### src/rtl/alu_writeback.sv
// rtl/alu_writeback.sv - ALU writeback stage: overflow trap, pending-write register, 32x32 regfile, debug reads
module alu_writeback #(
   parameter int NUM_REGS = 32
) (
   input  logic        clk,
   input  logic        rst_n,
   input  logic        in_valid,
   output logic        in_ready,
   input  logic [31:0] instruction,
   input  logic [31:0] result,
   input  logic [2:0]  flags,
   input  logic [4:0]  rd_addr_a,
   input  logic [4:0]  rd_addr_b,
   output logic [31:0] rd_data_a,
   output logic [31:0] rd_data_b,
   output logic        trap,
   output logic [31:0] trap_instr,
   input  logic        trap_clear,
   output logic [2:0]  last_flags,
   output logic [31:0] retired_count,
   output logic [15:0] trap_count
);

   typedef enum logic {
      ST_RUN  = 1'b0,
      ST_TRAP = 1'b1
   } state_t;

   state_t      state_q, state_d;
   logic [31:0] regs_q [NUM_REGS];
   logic [31:0] regs_d [NUM_REGS];
   logic        pend_valid_q, pend_valid_d;
   logic [4:0]  pend_dest_q, pend_dest_d;
   logic [31:0] pend_data_q, pend_data_d;
   logic [2:0]  pend_flags_q, pend_flags_d;
   logic [31:0] trap_instr_q, trap_instr_d;
   logic [2:0]  last_flags_q, last_flags_d;
   logic [31:0] retired_q, retired_d;
   logic [15:0] trap_count_q, trap_count_d;

   logic [5:0]  opcode;
   logic [5:0]  funct;
   logic [4:0]  dest;
   logic        accept;
   logic        trapping_op;
   logic        take_trap;

   assign opcode      = instruction[31:26];
   assign funct       = instruction[5:0];
   // R-type writes rd, everything else writes rt
   assign dest        = (opcode == 6'h00) ? instruction[15:11] : instruction[20:16];
   // Only signed add, sub and addi honour the overflow flag
   assign trapping_op = ((opcode == 6'h00) && ((funct == 6'h20) || (funct == 6'h22)))
                        || (opcode == 6'h08);
   assign accept      = in_valid && (state_q == ST_RUN);
   assign take_trap   = accept && trapping_op && flags[0];

   assign in_ready      = (state_q == ST_RUN);
   assign trap          = (state_q == ST_TRAP);
   assign trap_instr    = trap_instr_q;
   assign last_flags    = last_flags_q;
   assign retired_count = retired_q;
   assign trap_count    = trap_count_q;

   // Next-state: retire the pending write, then capture this cycle's accept or trap
   always_comb begin
      state_d      = state_q;
      regs_d       = regs_q;
      pend_valid_d = 1'b0;
      pend_dest_d  = pend_dest_q;
      pend_data_d  = pend_data_q;
      pend_flags_d = pend_flags_q;
      trap_instr_d = trap_instr_q;
      last_flags_d = last_flags_q;
      retired_d    = retired_q;
      trap_count_d = trap_count_q;

      if (pend_valid_q) begin
         if (pend_dest_q != 5'd0) begin
            regs_d[pend_dest_q] = pend_data_q;
         end
         retired_d    = retired_q + 32'd1;
         last_flags_d = pend_flags_q;
      end

      case (state_q)
         ST_RUN: begin
            if (take_trap) begin
               state_d      = ST_TRAP;
               trap_instr_d = instruction;
               if (trap_count_q != 16'hFFFF) begin
                  trap_count_d = trap_count_q + 16'd1;
               end
            end else if (accept) begin
               pend_valid_d = 1'b1;
               pend_dest_d  = dest;
               pend_data_d  = result;
               pend_flags_d = flags;
            end
         end
         ST_TRAP: begin
            if (trap_clear) begin
               state_d = ST_RUN;
            end
         end
         default: state_d = ST_RUN;
      endcase
   end

   // State, register file and statistics; reset drops any pending write
   always_ff @(posedge clk or negedge rst_n) begin
      if (!rst_n) begin
         state_q      <= ST_RUN;
         for (int i = 0; i < NUM_REGS; i++) begin
            regs_q[i] <= '0;
         end
         pend_valid_q <= 1'b0;
         pend_dest_q  <= '0;
         pend_data_q  <= '0;
         pend_flags_q <= '0;
         trap_instr_q <= '0;
         last_flags_q <= '0;
         retired_q    <= '0;
         trap_count_q <= '0;
      end else begin
         state_q      <= state_d;
         regs_q       <= regs_d;
         pend_valid_q <= pend_valid_d;
         pend_dest_q  <= pend_dest_d;
         pend_data_q  <= pend_data_d;
         pend_flags_q <= pend_flags_d;
         trap_instr_q <= trap_instr_d;
         last_flags_q <= last_flags_d;
         retired_q    <= retired_d;
         trap_count_q <= trap_count_d;
      end
   end

   // Debug read port A: zero register, then pending bypass, then regfile
   always_comb begin
      rd_data_a = '0;
      if (rd_addr_a != 5'd0) begin
         if (pend_valid_q && (rd_addr_a == pend_dest_q)) begin
            rd_data_a = pend_data_q;
         end else begin
            rd_data_a = regs_q[rd_addr_a];
         end
      end
   end

   // Debug read port B: same priority as port A
   always_comb begin
      rd_data_b = '0;
      if (rd_addr_b != 5'd0) begin
         if (pend_valid_q && (rd_addr_b == pend_dest_q)) begin
            rd_data_b = pend_data_q;
         end else begin
            rd_data_b = regs_q[rd_addr_b];
         end
      end
   end

endmodule

### config.mk
export PLATFORM = sky130hd
export DESIGN_NAME = alu_writeback
export DESIGN_NICKNAME = d
export VERILOG_FILES = /design/src/rtl/alu_writeback.sv
export SDC_FILE = /design/constraint.sdc
export NUM_CORES = 2
export LEC_CHECK = 0
export ABC_AREA = 1
export CAP_MARGIN = 25
export CORE_UTILIZATION = 35
export CTS_CLUSTER_SIZE = 40
export DETAILED_ROUTE_END_ITERATION = 6
export HOLD_SLACK_MARGIN = 0.03
export PLACE_DENSITY_LB_ADDON = 0.25
export SLEW_MARGIN = 20
export SYNTH_ARGS = -nofsm -noshare
export SYNTH_HDL_FRONTEND = slang
export SYNTH_SLANG_ARGS = --single-unit
### constraint.sdc
create_clock -name clk -period 1.8 [get_ports clk]
set_input_delay 0.27 -clock clk [delete_from_list [all_inputs] [get_ports clk]]
set_output_delay 0.27 -clock clk [all_outputs]
set_load 0.01 [all_outputs]
==> flow_metrics.tcl <==
set metrics [dict create \
    status "complete, but fails checks" \
    violations_in_the_final_reports "negative setup slack" \
    routedWlPerCell_um 23.9 \
    final-max-slew-violation-count 0 \
    synth_edf_count 0 \
    grt_pass1_wl_um 395000 \
    setup.worst_path.start_class "flop" \
    die_width_um 424 \
    die_area_um2 180000 \
    area_share_of_the_leading_cell_type_in_the_synthesized_netlist 0.460 \
    initial_core_utilization 0.353 \
    path_cells "buf_4, o22ai_4, a21oi_4, nand3_4, buf_12, clkbuf_16, nor2_2, nor2_1, nand2_1, inv_1, buf_6" \
    ys_top_cells_by_count "sky130_fd_sc_hd__nand2_1, sky130_fd_sc_hd__o21ai_0, sky130_fd_sc_hd__dfrtp_1" \
    final_antenna_net_count 0 \
    initial_antenna_violation_count 13 \
    hpwl_um 176000 \
    synth_most_common_cell "sky130_fd_sc_hd__nand2_1" \
    ys_types 35 \
    total_leakage_power_uw 0.0390 \
    synth_seq_cells 1149 \
    rr_worst_depth 14 \
    layout_cells_excl_fill 11600 \
    grt_overflow 0 \
    drt_first_iter_violations 8325 \
    setup_tns_ns -319.34 \
    design.core.area_um2 177000 \
    fmax_ghz 0.325 \
    seq_area_frac_synth 0.460 \
    cp_data_arrival_time_ns 2.81 \
    synthDominantAreaCellType "sky130_fd_sc_hd__dfrtp_1" \
    grt_util_all_layers 0.290 \
    placedCellCount 11200 \
    die_h_um 424 \
    setup_repair_after_global_routing_missed_its_margin "true" \
    ctsHtreeMaxLevel 4 \
    route.detailed.vias_per_inst 5.62 \
    power_density_nw_per_um2 1090 \
    worst_setup_path_end_kind "output pin" \
    drc_errors 0 \
    critical-path-slowest-cell "sky130_fd_sc_hd__dfrtp_2" \
    maximum_net_fanout_on_the_critical_path 6 \
    required_time_reported_for_the_critical_path_endpoint_ns 1.53 \
    setup_slack_ns -1.28 \
    crit-reg2reg-launch "pend_dest_q[1]" \
    yosys_most_used_dff "sky130_fd_sc_hd__dfrtp_1" \
    total_cts_buffers 137 \
    worstReg2RegEnd "regs_q[138]" \
    clk_pin_slew_ns 0.06 \
    area_growth_syn_to_layout_pct 33.7 \
    synth_nets 8506 \
    io_buffer_count 229 \
    post_synth.cell_area_avg_um2 7.41 \
    synthArstFlopShare 1.00 \
    timing.hold.worst_path_depth 3 \
    final_period_demand_of_the_worst_path_ns 3.08 \
    clk_path_buf_depth 3 \
    worstSetupPathType "reg -> out" \
    final-hold-violation-count 0 \
    vdd_drop_max_mv 0.706 \
    finalPower_uw 91000 \
    finalNetCount 9235 \
    worst_pin_slew_ns 0.588 \
    routed_wl_um 277000 \
    cts_tree "done" \
    post_synth_main_area_contributors "sky130_fd_sc_hd__dfrtp_1, sky130_fd_sc_hd__nand2_1, sky130_fd_sc_hd__o21ai_0" \
    vias 65200 \
    syn-instance-count 8423 \
    startpoint_of_the_most_critical_hold_path "result[21]" \
    critical-path-max-stage-delay_ns 0.45 \
    fp-row-count 154 \
    skew_ns 0.0391 \
    num_io_pins 230 \
    grt_start_max_net_pins 78 \
    post-route-period-util 1.71 \
    synth_area_um2 62400 \
    first_global_vias 60600 \
    finalSetupViolCount 935 \
    gpl.final_weighted_congestion 0.921 \
    cts.root.buffer_cell "sky130_fd_sc_hd__clkbuf_16" \
    clkSinkCount 1149 \
    slew_headroom 0.608 \
    r2r_setup_slack_ns -0.56 \
    synth-warning-count 0 \
    min_to "pend_data_q[21]" \
    hold_path.class "in -> reg" \
    utilization 0.472 \
    critical_path.startpoint "pend_dest_q[2]" \
    post_route_cells_drive_above_1_share 0.188 \
    latest_clock_arrival_within_the_worst_skew_pair_ns 0.82 \
    maxCapViolations 0 \
    drt_pre_antenna_iters 6 \
]
==> state kept, by name (all words and copies together), names as in the netlist <==
register / count
trap_instr: 32
pend_valid_q: 1
regs_q: 1024
retired_count: 32
last_flags: 3
pend_flags_q: 3
pend_dest_q: 5
trap_count: 16
trap: 1
pend_data_q: 32
==> area by class of cell <==
| class | instances | area, µm² |
|---|---|---|
| multi-input cells | 5780 | 29400 |
| clock inverters | 57 | 808 |
| well taps | 2340 | 2930 |
| flip-flops and latches | 1149 | 28800 |
| repair buffers | 1357 | 14900 |
| diodes | 7 | 17.5 |
| clock buffers | 182 | 3830 |
| inverters | 727 | 2780 |
| fillers | 17100 | 93200 |
==> logic make-up (layout without fill, tap and decap cells) <==
family,Yosys count,count (layout),synth area share
and+or+nand+nor,3241,3242,0.217
AOI/OAI and AO/OA,2470,2470,0.219
buffers and inverters,1495,2323,0.0932
DFF,1149,1149,0.460
xor gates and xnor gates,43,43,0.00603
muxes,23,23,0.00369
adders and majority gates,2,2,0.000401
other,0,7,0
==> critical path, delay by kind of cell, from the launching register on <==
family	cells	cell delay, ns
AO/OA/AOI/OAI	2	0.35
buffers and inverters	5	0.75
flip-flops	1	0.45
AND/OR/NAND/NOR	4	0.44
==> how the worst max path moves through the flow <==
stage                         end  slack (ns)  depth (start not counted)
floorplan           rd_data_b[12]       -0.02                         11
CTS                 rd_data_b[20]       -1.37                         11
detailed placement  rd_data_b[20]       -1.20                         10
global placement    rd_data_b[20]       -1.19                         10
global route        rd_data_b[13]       -1.32                         11
finish              rd_data_b[22]       -1.28                         11
==> where the power goes <==
part / switching [µW] / internal [µW] / leakage, µW
clock network: 12200 / 17200 / 0.00228
logic: 13700 / 10800 / 0.0217
registers: 4520 / 32600 / 0.0151
==> cell usage in the layout (no fill, tap or decap), types with 17 or more instances in the layout <==
master	count
sky130_fd_sc_hd__a21oi_1	414
sky130_fd_sc_hd__a21oi_2	26
sky130_fd_sc_hd__a21oi_4	24
sky130_fd_sc_hd__buf_12	279
sky130_fd_sc_hd__buf_2	35
sky130_fd_sc_hd__buf_4	751
sky130_fd_sc_hd__buf_6	75
sky130_fd_sc_hd__clkbuf_1	24
sky130_fd_sc_hd__clkbuf_16	158
sky130_fd_sc_hd__clkbuf_8	19
sky130_fd_sc_hd__clkdlybuf4s15_1	26
sky130_fd_sc_hd__clkdlybuf4s50_1	69
sky130_fd_sc_hd__clkinv_2	23
sky130_fd_sc_hd__dfrtp_1	1141
sky130_fd_sc_hd__dlygate4sd2_1	43
sky130_fd_sc_hd__dlygate4sd3_1	29
sky130_fd_sc_hd__inv_1	697
sky130_fd_sc_hd__inv_2	18
sky130_fd_sc_hd__mux2i_1	23
sky130_fd_sc_hd__nand2_1	1929
sky130_fd_sc_hd__nand2_2	41
sky130_fd_sc_hd__nand2_4	31
sky130_fd_sc_hd__nand3_1	851
sky130_fd_sc_hd__nor2_1	232
sky130_fd_sc_hd__nor2_2	22
sky130_fd_sc_hd__nor2_4	17
sky130_fd_sc_hd__nor3_1	31
sky130_fd_sc_hd__o211ai_1	519
sky130_fd_sc_hd__o21ai_0	1306
sky130_fd_sc_hd__o21ai_1	105
sky130_fd_sc_hd__o21ai_2	39
sky130_fd_sc_hd__o21ai_4	20
sky130_fd_sc_hd__or2_2	34
sky130_fd_sc_hd__xnor2_1	19
sky130_fd_sc_hd__xor2_1	24
==> metrics by stage <==
step | hold slack, ns | setup slack, ns | cell area [µm²]
5_1_grt | 0.0648 | -1.32 | 83500
2_1_floorplan | -0.0256 | -0.0194 | 62700
4_1_cts | 0.0303 | -1.37 | 82100
6_report | 0.0655 | -1.28 | 83500
3_5_place_dp | 0.142 | -1.20 | 75700
3_3_place_gp | 0.143 | -1.19 | 75700
==> layer usage <==
layer / GRT usage / vias up / wire length [µm]
met5: 0 / - / 25
met4: 0.146 / 4 / 16300
met3: 0.0532 / 776 / 26100
met2: 0.447 / 3444 / 122000
met1: 0.391 / 31300 / 113000
li1: - / 29600 / -
==> repair_timing <==
item / 4_1_cts / 5_1_grt
endpoints found under the hold margin: 1176 / 0
buffers inserted: 83 / 24
pin swaps: 43 / 56
gates cloned: 8 / 27
hold buffers: 29 / 0
gates resized for setup: 665 / 265
setup endpoints to repair: 803 / 1027
Power figures use the tool's default switching activity.
